===== config.mk =====
export PLATFORM = sky130hd
export DESIGN_NAME = color_reduction_ctrl
export DESIGN_NICKNAME = d
export VERILOG_FILES = /design/src/rtl/color_reduction_ctrl.sv
export SDC_FILE = /design/constraint.sdc
export NUM_CORES = 1
export LEC_CHECK = 0
export CAP_MARGIN = 15
export CORE_MARGIN = 5
export CORE_UTILIZATION = 50
export DETAILED_ROUTE_END_ITERATION = 12
export PLACE_DENSITY = 0.86
export SYNTH_ARGS = -nofsm -noshare
export SYNTH_HDL_FRONTEND = slang
export SYNTH_SLANG_ARGS = --single-unit

===== constraint.sdc =====
create_clock -name clk -period 2.3 [get_ports clk]
set_input_delay 0.46 -clock clk [delete_from_list [all_inputs] [get_ports clk]]
set_output_delay 0.46 -clock clk [all_outputs]
set_load 0.03 [all_outputs]

===== src/rtl/color_reduction_ctrl.sv =====
// Configuration scheduler for the HSV color-reduction stage: arbitrates two mask requesters,
// stages masks in shadow registers and commits them on vsync. Option macro: COLOR_RED_IMMEDIATE_EN.
module color_reduction_ctrl #(
   parameter int H_RESET_BITS = 8,
   parameter int S_RESET_BITS = 8,
   parameter int V_RESET_BITS = 8,
   parameter int LATENCY      = 1
) (
   input  logic       clk,
   input  logic       reset_n,
   input  logic       vsync,
   input  logic       req_a_valid,
   input  logic [1:0] req_a_chan,
   input  logic [3:0] req_a_bits,
   output logic       req_a_ready,
   input  logic       req_b_valid,
   input  logic [1:0] req_b_chan,
   input  logic [3:0] req_b_bits,
   output logic       req_b_ready,
   input  logic       pix_valid_in,
   output logic [7:0] h_thresh,
   output logic [7:0] s_thresh,
   output logic [7:0] v_thresh,
   output logic       pix_valid_out,
   output logic       pending
);

   function automatic logic [7:0] bits_to_mask(input logic [3:0] n);
      logic [3:0] n_sat;
      n_sat = (n > 4'd8) ? 4'd8 : n;
      return ~(8'hFF >> n_sat);
   endfunction

   localparam logic [7:0] H_RST_MASK = bits_to_mask(4'(H_RESET_BITS));
   localparam logic [7:0] S_RST_MASK = bits_to_mask(4'(S_RESET_BITS));
   localparam logic [7:0] V_RST_MASK = bits_to_mask(4'(V_RESET_BITS));

   logic              in_apply;
   logic              grant_a, grant_b, accept;
   logic [1:0]        cmd_chan;
   logic [7:0]        cmd_mask;
   logic              last_b_q, last_b_d;
   logic [7:0]        sh_h_q, sh_s_q, sh_v_q, sh_h_d, sh_s_d, sh_v_d;
   logic [7:0]        act_h_q, act_s_q, act_v_q, act_h_d, act_s_d, act_v_d;
   logic [LATENCY-1:0] vpipe_q;

   // Round-robin grant; last_b_q=1 means B won last, so A wins the next tie.
   always_comb begin
      grant_a = 1'b0;
      grant_b = 1'b0;
      if (in_apply) begin
         grant_a = 1'b0;
         grant_b = 1'b0;
      end else if (req_a_valid && req_b_valid) begin
         grant_a = last_b_q;
         grant_b = ~last_b_q;
      end else begin
         grant_a = req_a_valid;
         grant_b = req_b_valid;
      end
   end

   assign req_a_ready = grant_a;
   assign req_b_ready = grant_b;
   assign accept      = grant_a | grant_b;
   assign cmd_chan    = grant_a ? req_a_chan : req_b_chan;
   assign cmd_mask    = bits_to_mask(grant_a ? req_a_bits : req_b_bits);
   assign last_b_d    = accept ? grant_b : last_b_q;

   // Shadow mask update from the accepted command.
   always_comb begin
      sh_h_d = sh_h_q;
      sh_s_d = sh_s_q;
      sh_v_d = sh_v_q;
      if (accept) begin
         if (cmd_chan == 2'd0 || cmd_chan == 2'd3) sh_h_d = cmd_mask; else sh_h_d = sh_h_q;
         if (cmd_chan == 2'd1 || cmd_chan == 2'd3) sh_s_d = cmd_mask; else sh_s_d = sh_s_q;
         if (cmd_chan == 2'd2 || cmd_chan == 2'd3) sh_v_d = cmd_mask; else sh_v_d = sh_v_q;
      end else begin
         sh_h_d = sh_h_q;
      end
   end

`ifdef COLOR_RED_IMMEDIATE_EN
   assign in_apply = 1'b0;
   assign pending  = 1'b0;
   assign act_h_d  = sh_h_d;
   assign act_s_d  = sh_s_d;
   assign act_v_d  = sh_v_d;
`else
   typedef enum logic [1:0] {IDLE = 2'd0, PEND = 2'd1, APPLY = 2'd2} state_e;
   state_e state_q, state_d;
   logic   vsync_q, pending_q, pending_d;

   assign in_apply = (state_q == APPLY);
   assign pending  = pending_q;

   // Commit FSM: collect commands, wait for a vsync rising edge, copy shadow to active.
   always_comb begin
      state_d   = state_q;
      pending_d = pending_q;
      act_h_d   = act_h_q;
      act_s_d   = act_s_q;
      act_v_d   = act_v_q;
      case (state_q)
         IDLE: begin
            if (accept) begin
               state_d   = PEND;
               pending_d = 1'b1;
            end else begin
               state_d   = IDLE;
            end
         end
         PEND: begin
            if (vsync && !vsync_q) state_d = APPLY; else state_d = PEND;
         end
         APPLY: begin
            state_d   = IDLE;
            pending_d = 1'b0;
            act_h_d   = sh_h_q;
            act_s_d   = sh_s_q;
            act_v_d   = sh_v_q;
         end
         default: begin
            state_d   = IDLE;
            pending_d = 1'b0;
         end
      endcase
   end

   // vsync_q resets high so a vsync already high at reset is not an edge.
   always_ff @(posedge clk or negedge reset_n) begin
      if (!reset_n) begin
         state_q   <= IDLE;
         vsync_q   <= 1'b1;
         pending_q <= 1'b0;
      end else begin
         state_q   <= state_d;
         vsync_q   <= vsync;
         pending_q <= pending_d;
      end
   end
`endif

   // Arbitration history, shadow and active masks.
   always_ff @(posedge clk or negedge reset_n) begin
      if (!reset_n) begin
         last_b_q <= 1'b1;
         sh_h_q   <= H_RST_MASK;
         sh_s_q   <= S_RST_MASK;
         sh_v_q   <= V_RST_MASK;
         act_h_q  <= H_RST_MASK;
         act_s_q  <= S_RST_MASK;
         act_v_q  <= V_RST_MASK;
      end else begin
         last_b_q <= last_b_d;
         sh_h_q   <= sh_h_d;
         sh_s_q   <= sh_s_d;
         sh_v_q   <= sh_v_d;
         act_h_q  <= act_h_d;
         act_s_q  <= act_s_d;
         act_v_q  <= act_v_d;
      end
   end

   // Pixel-valid delay line matching the reduction datapath latency.
   always_ff @(posedge clk or negedge reset_n) begin
      if (!reset_n) begin
         vpipe_q <= '0;
      end else begin
         vpipe_q[0] <= pix_valid_in;
         for (int i = 1; i < LATENCY; i++) vpipe_q[i] <= vpipe_q[i-1];
      end
   end

   assign h_thresh      = act_h_q;
   assign s_thresh      = act_s_q;
   assign v_thresh      = act_v_q;
   assign pix_valid_out = vpipe_q[LATENCY-1];

endmodule

==> key figures <==
Run status
  • Outcome: complete, no violations

Detailed routing
  • DR WL/cell: 14.7 µm
  • DRC: 0
  • Via density: 5.13
  • Initial detailed-routing violation count: 87
  • Total Wirelength: 4560 µm
  • Routed Antenna Nets: 0
  • Total number of vias: 1585
  • First-pass detailed-route iteration total: 4

Timing
  • Slew Limit Fails: 0
  • Tcrit/Tclk final: between 90 and 100%
  • Final Setup Violations: 0
  • Hold Violations, Final: 0
  • Setup Total Neg Slack: 0 ns
  • Clk_skew: 0.00649 ns
  • Worst Tran Pin Value: about 0.64 ns
  • Min cycle time layout: 2.17 ns
  • Fmax: 462 MHz
  • Worst slew margin: 57.3%
  • Unrepaired setup endpoints after global routing: false

Place
  • Placer Congestion: roughly 0.84
  • Placed cell areas: 2850 µm²
  • DP Wirelength: 3300 µm
  • Port Buffers: 45

Worst setup path
  • Critical Path Slowest Stage Cell: clkdlybuf4s50_1
  • WP buf/inv: 2
  • Crit path kind: primary input to output pin
  • Arr. time, crit path: 1.71 ns
  • Worst Setup Start Kind: primary input
  • Crit path max-delay family: buffers and inverters
  • CP max FO: 7
  • R2r setup slk: about 0.60 ns
  • Slowest cell delay on critical path: 0.55 ns
  • CP endpoint kind: output pin
  • Critical Path, Cell by Cell: clkdlybuf4s50_1 > a21boi_1 > and2_1 > buf_4
  • Worst Path Required: between 1.5 and 2 ns

Floorplan
  • Placeable Area: 4660 µm²
  • Cell Rows: 25
  • Die span in y: 78.8 µm
  • Die area: 6200 µm²
  • I/O pin count: 46
  • Initial Utilization: 50.7%
  • Die width: 78.8 µm

Synth
  • Number of synthesized flops with an enable pin: 0
  • Seq/Total Area, Yosys: 59.8%
  • Net count after synthesis: 226
  • Number of synthesized register bits: 54
  • Ys flop type: dfstp_2
  • Distinct cell type count after synthesis: 27
  • Post-Syn Instances: 208
  • Mapped Area: 2360 µm²
  • Synth Warn #: 0
  • FFs w/ async S/R, synth: 100%
  • Syn Area/Cell: 11.4 µm²

Layout
  • Share of layout cells above drive strength 1: 36.1%
  • Nets: 272
  • # fillers: roughly 370
  • Area Growth Syn to Fin: 24.6%
  • Fin area: 2940 µm²
  • Number of inserted diodes: 0
  • Storage element area: between 1000 and 1500 µm²
  • Footprint of the multi-input gates: 905 µm²

Global route
  • First-pass GRT wire length: 8180 µm
  • Vias in the first global route: roughly 1700
  • Remaining global-route overflow: 0
  • Aggregate global-route resource usage: between 10% and 20%
  • Initial antenna violation count: 0
  • Maximum number of pins on one net before global-route repair: 55

Clocking
  • Clock Path Buffers: 2
  • Clock tree root buffer cell: clkbuf_8
  • Clock sink total: 54
  • H-tree levels: 2
  • CTS tree: built
  • Clock-pin slew on the worst setup and hold paths: 0.09 ns
  • Worst-skew pair later-pin latency: around 0.31 ns
  • CTS buffer count: 5

Power
  • Power per cell area: 1300 nW/µm²
  • Max IR drop VDD: 0.567 mV
  • Lkg Pwr: 0.00124 µW

Run
  • Max cap viols: 0

Worst hold path
  • Worst hold path type: primary input to asynchronous set/reset pin
==> synthesized netlist by cell type (all sizes together) (2+ instances only) <==
cell	count	area share (%)
nor3	4	0.85
xnor2	2	0.74
a21oi	6	1.3
nand2b	3	0.79
clkbuf	4	0.64
a31oi	3	0.79
nand2	72	11
a32oi	3	1.1
or2	2	0.53
buf	5	1.2
nor2	10	2.5
dfstp	50	56
a211oi	2	0.64
mux2	25	13
mux2i	7	3.0
dfrtp	4	4.2
==> path summary, 6_finish.rpt <==
check,startpoint,to,cells past startpoint
min,reset_n,pending,2
min reg2reg,sh_s_q[5],s_thresh[5],2
min in group clk,sh_s_q[5],s_thresh[5],2
max in group asynchronous,reset_n,s_thresh[4],2
max reg2reg,last_b_q,sh_h_q[0],4
max,req_a_valid,req_b_ready,4
==> placed cells by master, fill, tap and decap left out <==
| cell type | n |
|---|---|
| a211oi_1 | 2 |
| a21boi_1 | 1 |
| a21oi_1 | 6 |
| a31oi_1 | 3 |
| a32oi_1 | 3 |
| and2_1 | 1 |
| and2b_1 | 1 |
| buf_2 | 1 |
| buf_4 | 5 |
| clkbuf_1 | 1 |
| clkbuf_8 | 6 |
| clkdlybuf4s50_1 | 42 |
| clkinv_2 | 1 |
| dfrtp_1 | 4 |
| dfstp_2 | 50 |
| inv_1 | 1 |
| mux2_1 | 3 |
| mux2_2 | 18 |
| mux2_4 | 4 |
| mux2i_1 | 7 |
| nand2_1 | 72 |
| nand2b_1 | 2 |
| nand2b_2 | 1 |
| nand3_4 | 1 |
| nor2_1 | 7 |
| nor2_4 | 3 |
| nor3_1 | 4 |
| nor3b_1 | 1 |
| or2_2 | 2 |
| xnor2_1 | 2 |
==> final cells by class <==
cell class	instances	area share, %
clock inverter	1	0.170
clock buffer	7	2.93
tap	54	2.29
multi-input combinational	144	30.7
sequential	54	48.0
timing repair buffer	48	15.7
inverter	1	0.127
==> cells by family after synthesis <==
kind of cell | synth area share [%]
simple gates | 17.8
flops | 59.8
mux | 15.5
compound gates | 4.13
buf+inv | 2.01
xor+xnor | 0.741
==> state kept, by name (all words and copies together), names as in the netlist <==
| name | count |
|---|---|
| pending | 1 |
| last_b_q | 1 |
| s_thresh | 8 |
| pix_valid_out | 1 |
| vsync_q | 1 |
| sh_v_q | 8 |
| state_q | 2 |
| h_thresh | 8 |
| sh_h_q | 8 |
| v_thresh | 8 |
| sh_s_q | 8 |
==> layer usage <==
metal  track usage, %  vias up  part of all wire (%)
met3             4.42        5                   5.6
met2             26.7       39                    47
li1                 -      784                     -
met4             7.17        0                   1.7
met1             22.2      757                    46
met5                0        -                     0
==> power by group <==
group          switching (µW)  leakage, µW  internal [µW]
combinational             861     0.000620            672
sequential                198     0.000572           1550
clock                     287    0.0000482            243
==> worst register-to-register path: cells and delay by family, from the launching register on <==
family        cells  cell delay [ns]
mux               2             0.63
flops             1             0.56
simple gates      2             0.44
==> metrics by stage <==
step           hold slack [ns]  total power, µW  setup WS, ns  util [%]  cells
2_1_floorplan            0.164             2710         0.673         -    208
3_3_place_gp             0.439             3260         0.159      61.2    301
3_5_place_dp             0.445             3310        0.0578      61.2    301
4_1_cts                  0.276             3850        0.0295      63.1    309
5_1_grt                  0.309             4050        0.0480      63.2    309
6_report                 0.246             3810         0.135      63.2    309
==> repair_timing <==
item	CTS	global route
hold buffers	0	0
gates resized for setup	0	1
endpoints found under the setup margin	0	1
setup buffers	0	0
(Power assumes the default switching activity.)
